<file path="src/rtl/sat_cnt.sv">
// rtl/sat_cnt.sv - saturating counter stepping by 0, 1 (inc) or 2 (inc2)
module sat_cnt #(
  parameter int W = 16
) (
  input  logic         clk,
  input  logic         rst_n,
  input  logic         inc,
  input  logic         inc2,
  output logic [W-1:0] cnt
);
  logic [W+1:0] sum;

  assign sum = {2'b00, cnt} + {{W{1'b0}}, inc2, inc};

  always_ff @(posedge clk or negedge rst_n) begin
    if (!rst_n) begin
      cnt <= '0;
    end else if (|sum[W+1:W]) begin
      cnt <= '1;
    end else begin
      cnt <= sum[W-1:0];
    end
  end
endmodule

</file>
<file path="config.mk">
export PLATFORM = sky130hd
export DESIGN_NAME = sat_cnt
export DESIGN_NICKNAME = d
export VERILOG_FILES = /design/src/rtl/sat_cnt.sv
export SDC_FILE = /design/constraint.sdc
export NUM_CORES = 1
export LEC_CHECK = 0
export ABC_AREA = 1
export CORE_MARGIN = 4
export CORE_UTILIZATION = 44
export DETAILED_ROUTE_END_ITERATION = 10
export PLACE_DENSITY_LB_ADDON = 0.08
export SLEW_MARGIN = 20
export SYNTH_ARGS = -nofsm -noshare
export SYNTH_HDL_FRONTEND = slang
export SYNTH_SLANG_ARGS = --single-unit
</file>
<file path="constraint.sdc">
create_clock -name clk -period 1.45 [get_ports clk]
set_input_delay 0.3625 -clock clk [delete_from_list [all_inputs] [get_ports clk]]
set_output_delay 0.3625 -clock clk [all_outputs]
set_load 0.005 [all_outputs]
</file>
# [Word level (Yosys, flattened, before mapping)]
# Index checks and enable logic that the tools add are counted.
[word_totals] rom_bits=0 latch_bits=0 regBits=16 n_memories=0 mem_bits_rw=0 elab_cells=4
[op_classes] n_reduce_logical=1 n_div=0 n_mux=1 n_mul=0 n_eq_ne=0 shift=0 order_cmp=0 add_sub_neg=1 bitwise=0
[ops] operator="16-bit by 2-bit adder with 17-bit output" n=1
[ops] operator="16-bit two-way mux" n=1
[ops] operator="2-bit OR reduction" n=1

# [Longest topological paths before layout]
# Gate-level depths: netlist of run 1.
[logic_depth] depth_word=3 ltp_mapped=9

# [Worst setup path before layout of run 1]
# No wires, ideal clock.
[synth_timing] path_kind="input port to flip-flop" startpoint="input port inc" endpoint="register cnt[14]" setup_ns=0.121 required_time_ns=1.329 t_arrival_ns=1.546 n_path_buf=0 stages=9 setup_slack_ns=-0.217 path_cell_list="ha_1 inv_1 fa_1 inv_1 nand2_1 nor2_4 nand3_1 nand2_1 o21ai_1"
[synth_between] elab_chain_len=3
[synth_lines] element="start: declaration" line="7" source="input logic inc,"
[synth_lines] element="16-bit by 2-bit adder with 17-bit output *" line="13" source="assign sum = {2'b00, cnt} + {{W{1'b0}}, inc2, inc};"
[synth_lines] element="2-bit OR reduction" line="18" source="end else if (|sum[W+1:W]) begin"
[synth_lines] element="16-bit two-way mux *" line="18"
[synth_lines] element="end signal: assignment" line="21" source="cnt <= sum[W-1:0];"
[synth_lines] element="end: declaration" line="9" source="output logic [W-1:0] cnt"
# Mark *: on every way between the ends. The rest lies on a longest branch, timed or not.

# [Final worst setup path of run 1]
[layout_timing] startpoint="register cnt[0]" endpoint="register cnt[12]"
[layout_between] elab_chain_len=3
[layout_lines] element="16-bit by 2-bit adder with 17-bit output *" line="13"
[layout_lines] element="2-bit OR reduction" line="18"
[layout_lines] element="16-bit two-way mux *" line="18"
# Marked as above.

==> results of run 1 <==
## placed cells by master, fill, tap and decap left out, types with 2 or more instances in the layout
cell,instances
dlygate4sd2_1,17
nand2_2,5
nand4_4,2
inv_2,3
nand2_1,37
nand3b_1,2
buf_4,20
nand3_2,7
nor2_4,2
clkbuf_4,3
inv_1,11
nand3_1,8
o21ai_1,2
xor2_1,3
dfrtp_1,15
nor2_1,7
nor2_2,3
## layout make-up
| cell class | count | area share (%) |
|---|---|---|
| repair buffers | 40 | 23.4 |
| flip-flops and latches | 16 | 28.2 |
| inverters | 14 | 3.69 |
| clock buffers | 4 | 2.55 |
| multi-input cells | 89 | 39.9 |
| well taps | 27 | 2.37 |
## where the power goes
part | switching (mW) | internal (mW)
combinational | 0.494 | 0.505
sequential | 0.0657 | 0.565
clock | 0.150 | 0.153
total | 0.710 | 1.22
## worst max-delay path, cell delays in order (launching register included)
cell     delay [ps]
dfrtp_1         350
ha_2            180
inv_2            40
fa_2            370
nor2_4          190
buf_4           140
nand3_1          50
nand2_1          90
nand3_2          60
## cells by family (layout without fill, tap and decap cells)
| kind of cell | after synthesis | after routing | share of synthesized area, % |
|---|---|---|---|
| AND/OR/NAND/NOR | 78 | 78 | 41.4 |
| AO/OA/AOI/OAI | 3 | 3 | 1.84 |
| flip-flops | 16 | 16 | 41.9 |
| adder cells (fa/ha/maj) | 3 | 3 | 4.72 |
| XOR/XNOR | 5 | 5 | 4.59 |
| buffers and inverters | 14 | 58 | 5.50 |
## final timing paths
kind	end	slack (ps)
worst min-delay path	cnt[1]$_DFF_PN0_	380
worst min register to register	cnt[0]$_DFF_PN0_	600
min in group clk	cnt[0]$_DFF_PN0_	530
max in group asynchronous	cnt[7]$_DFF_PN0_	870
worst max register to register	cnt[12]$_DFF_PN0_	-140
worst max-delay path	cnt[12]$_DFF_PN0_	-140
## through the flow
stage / cell area (um2) / util, % / hold WS [ps] / setup WS, ps / std cells
after floorplan: 996 / - / 66.9 / -118 / 119
after global placement: 1260 / 62.8 / 564 / -609 / 170
after detailed placement: 1260 / 62.8 / 564 / -645 / 170
after CTS: 1390 / 69.4 / 388 / -184 / 188
after global routing: 1430 / 71.2 / 405 / -234 / 190
final: 1430 / 71.2 / 381 / -144 / 190
## per-layer routing
| layer | track usage [%] | vias to the layer above |
|---|---|---|
| li1 | - | 465 |
| met1 | 24.6 | 419 |
| met2 | 28.5 | 21 |
| met3 | 3.27 | 9 |
| met4 | 8.30 | 0 |
| met5 | 0 | - |
## timing repair
| action | CTS | global route |
|---|---|---|
| endpoints found under the hold margin | 0 | 0 |
| setup buffers | 14 | 2 |
| pin swaps | 9 | 3 |
| hold buffers | 0 | 0 |
| resized for setup | 21 | 6 |
| endpoints found under the setup margin | 32 | 17 |
==> impl_metrics.json, run 1 <==
{
  "nFillCells": 162,
  "regMostFlops": "cnt",
  "grt_setup_unrepaired": "yes",
  "ys_seq_area_share_pct": 41.9,
  "root_buffer": "clkbuf_4",
  "syn2layout_area_growth_pct": 49.3,
  "start_util_pct": 47.7,
  "synth_async_sr_flop_share_pct": 100,
  "tns_ps": -1680,
  "multi_input_area_um2": 568,
  "crit_fanout": 5,
  "clkLatencyLatePin_ps": 290,
  "synth.most_common_cell": "nand2_1",
  "synth.largest_area_cell": "dfrtp_1",
  "powerDensity_mw_per_mm2": 1360,
  "syn_area_um2": 955,
  "fmax_mhz": 627,
  "cts.htree.levels": 1,
  "cts.sinks": 16,
  "vias_per_cell": 4.81,
  "drv_cap": 0,
  "die_width_um": 54.6,
  "crit_required_ps": 1630,
  "crit_type": "reg -> reg",
  "first_iter_violations": 37,
  "finalMaxSlewViolations": 0,
  "end_kind": "flip-flop",
  "avgSynthCellArea_um2": 8.02,
  "finalSetupViolCount": 16,
  "antenna_found_initial": 0,
  "fin_nets": 171,
  "wl_met2_mm": 1.06,
  "total_power_mw": 1.93,
  "register_area_um2": 402,
  "reg2reg_depth": 8,
  "m1WireLength_mm": 1.07,
  "reg2reg_from": "cnt[0]$_DFF_PN0_",
  "slew_headroom_pct": 77.4,
  "synth_cell_types": 22,
  "failed_checks": "setup timing",
  "drt_first_pass_iters": 4,
  "status": "complete, but fails checks",
  "cts_tree": "yes",
  "clk_path_buf_depth": 2,
  "critPathLaunch": "cnt[0]$_DFF_PN0_",
  "clk_pin_slew_worst_paths_ps": 100,
  "tightest_slew_ps": 338,
  "numPortBuffers": 19,
  "top_level_ports": 20,
  "dp_hpwl_mm": 1.57,
  "syn_nets": 126,
  "hold_viol_final": 0,
  "largest_reg_flops": 16,
  "ant_nets": 0,
  "drc_errors": 0,
  "final.period_utilization_pct": 110,
  "wl_met3_um": 89,
  "post_drt_wl_per_cell_um": 12.0,
  "grt_max_degree": 17,
  "synth-seq-cells": 16,
  "yosysWarningCount": 0,
  "track_usage_pct": 18.4,
  "final_layout_size_suffix_gt1_share_pct": 32.5,
  "p_leak_nw": 0.823,
  "synth_enable_flop_cells": 0,
  "rows": 16,
  "cp.arrival_ps": 1770,
  "antenna_cells": 0,
  "cp-start-kind": "flip-flop",
  "gr-total-overflow": 0,
  "wirelength_mm": 2.28,
  "die_h_um": 54.6,
  "top_layer": "met4",
  "fin_crit_ps": 1590,
  "layout_setup_ws_ps": -144,
  "globalplace.congestion": 0.856,
  "die-area_mm2": 0.00298,
  "hp-class": "in -> async",
  "coreArea_mm2": 0.00200,
  "grt_first_pass_wirelength_mm": 3.85,
  "synthFlopType": "dfrtp_1",
  "synth_common_cells": "40 x nand2_1, 16 x dfrtp_1, 15 x nand3_1",
  "first_global_vias": 904,
  "yosysTopAreaCellShare_pct": 41.9,
  "cts_buffers": 3,
  "top_regs": "cnt (16)",
  "clock_skew_ps": 3.21,
  "num_vias": 914,
  "netlist_instances": 119,
  "yosys-top-cells-area": "dfrtp_1 42%, nand2_1 16%, nand3_1 7.9%, inv_1 5.5%, nor2_1 3.1%",
  "ir_worst_vdd_uv": 1060
}
Note: power is estimated with default switching activity, not from simulation.
==> inputs of run 2 (changes only) <==
- CORE_UTILIZATION: 44 -> 47
- CTS_BUF_LIST: not set -> sky130_fd_sc_hd__clkbuf_8
==> impl_metrics.json, run 2 (synthesized netlist as in run 1, its figures left out) <==
{
  "status": "complete, but fails checks",
  "failed_checks": "setup timing",
  "switching_share_pct": 36.7,
  "root_buffer": "clkbuf_8",
  "syn2layout_area_growth_pct": 49.5,
  "p_leak_nw": 0.832,
  "finalMaxSlewViolations": 0,
  "wirelength_mm": 2.44,
  "first_global_vias": 978,
  "hp-class": "in -> async",
  "cp-start-kind": "flip-flop",
  "antenna_cells": 0,
  "clkLatencyLatePin_ps": 250,
  "crit_type": "reg -> reg",
  "drc_errors": 0,
  "antenna_found_initial": 0,
  "seq_power_share_pct": 31.6,
  "cts.sinks": 16,
  "globalplace.congestion": 0.795,
  "combPwrFrac_pct": 51.8,
  "cts.htree.levels": 1,
  "crit_fanout": 7,
  "total_power_mw": 1.99,
  "power.net_switching_uw": 729,
  "coreArea_mm2": 0.00194,
  "track_usage_pct": 21.2,
  "end_kind": "flip-flop",
  "pwr-share-clk_pct": 16.6,
  "nFillCells": 170,
  "grt_first_pass_wirelength_mm": 4.28,
  "grt_max_degree": 17,
  "clk_pin_slew_worst_paths_ps": 60,
  "final.period_utilization_pct": 112,
  "mostFrequentLayoutCell": "nand2_1",
  "layout_setup_ws_ps": -170,
  "register_area_um2": 400,
  "ant_nets": 0,
  "tns_ps": -1750,
  "cp.arrival_ps": 1800,
  "clock_skew_ps": 1.80,
  "fin_nets": 171,
  "clk_path_buf_depth": 2,
  "regMostFlops": "cnt",
  "finalSetupViolCount": 16,
  "fmax_mhz": 617,
  "grt_setup_unrepaired": "yes",
  "drt_first_pass_iters": 4,
  "cts_buffers": 3,
  "multi_input_area_um2": 567,
  "rows": 16,
  "crit_required_ps": 1630,
  "die-area_mm2": 0.00282,
  "layout_common_cells": "35 x nand2_1, 21 x buf_4, 16 x dfrtp_1, 16 x dlygate4sd2_1, 11 x inv_1",
  "tightest_slew_ps": 289,
  "numPortBuffers": 19,
  "post_drt_wl_per_cell_um": 12.9,
  "num_vias": 963,
  "ir_worst_vdd_uv": 1510,
  "cts_tree": "yes",
  "die_h_um": 53.1,
  "first_iter_violations": 19,
  "final_layout_size_suffix_gt1_share_pct": 32.1,
  "fin_crit_ps": 1620,
  "die_width_um": 53.1,
  "dp_hpwl_mm": 1.64,
  "top_level_ports": 20,
  "hold_viol_final": 0,
  "dpl_worst_slack_ps": -633,
  "gr-total-overflow": 0,
  "largest_reg_flops": 16,
  "top_regs": "cnt (16)",
  "powerDensity_mw_per_mm2": 1390,
  "slew_headroom_pct": 80.7,
  "vias_per_cell": 5.10,
  "p_int_mw": 1.26,
  "start_util_pct": 49.2,
  "drv_cap": 0
}
==> run 2: cell count changes in the layout (fill, tap and decap cells not counted), moves of 2 or more <==
cell      change
nand2_2       +2
clkbuf_8      +2
nand2_1       -2
clkbuf_4      -3
==> run 2: per-stage QoR <==
step / cell area, um2 / hold slack, ps / util (%) / cells
floorplan: 996 / 66.9 / - / 119
global route: 1430 / 443 / 73.5 / 189
CTS: 1400 / 436 / 72.3 / 189
detailed placement: 1270 / 559 / 65.5 / 172
finish: 1430 / 430 / 73.5 / 189
global placement: 1270 / 536 / 65.5 / 172
==> run 2: final cells by class <==
| cell class | count | share of cell area, % |
|---|---|---|
| clock buffer | 3 | 2.89 |
| inverter | 14 | 3.68 |
| multi-input combinational | 89 | 39.7 |
| sequential | 16 | 28.0 |
| tap | 27 | 2.37 |
| timing repair buffer | 40 | 23.3 |
==> run 2: what timing repair did <==
item / in CTS / in global routing
setup buffers: 14 / 0
pin swaps: 6 / 4
setup endpoints to repair: 32 / 18
resized for setup: 18 / 8
hold buffers: 0 / 0
==> run 2: layer usage <==
metal	GRT usage, %	vias to the layer above	part of all wire (%)
met2	33.1	28	48
met1	28.3	464	45
li1	-	462	-
met5	0	-	0
met4	10.6	0	3.1
met3	3.10	9	3.4
==> run 2: path summary, 6_finish.rpt <==
path	startpoint	end	slack (ps)	depth (start not counted)
hold reg to reg	cnt[14]$_DFF_PN0_	cnt[14]$_DFF_PN0_	610	3
setup reg to reg	cnt[0]$_DFF_PN0_	cnt[15]$_DFF_PN0_	-170	8
hold / removal	rst_n	cnt[1]$_DFF_PN0_	430	2
max in group asynchronous	rst_n	cnt[5]$_DFF_PN0_	840	2
min in group clk	inc	cnt[0]$_DFF_PN0_	590	4
setup / recovery	cnt[0]$_DFF_PN0_	cnt[15]$_DFF_PN0_	-170	8
==> run 2: power groups by stage <==
stage	logic (mW)	clock network, mW	registers [mW]
6_report	1.03	0.329	0.629
5_1_grt	1.14	0.361	0.647
4_1_cts	0.992	0.337	0.630
3_5_place_dp	0.844	0	0.708
3_3_place_gp	0.827	0	0.703
2_1_floorplan	0.406	0	0.716
==> run 2: critical path: stages (launching register included) <==
cell	delay [ps]
dfrtp_1	350
ha_2	190
inv_2	40
fa_2	370
inv_2	70
nand2_2	50
nor2_4	170
nand4_4	200
nand3_2	120
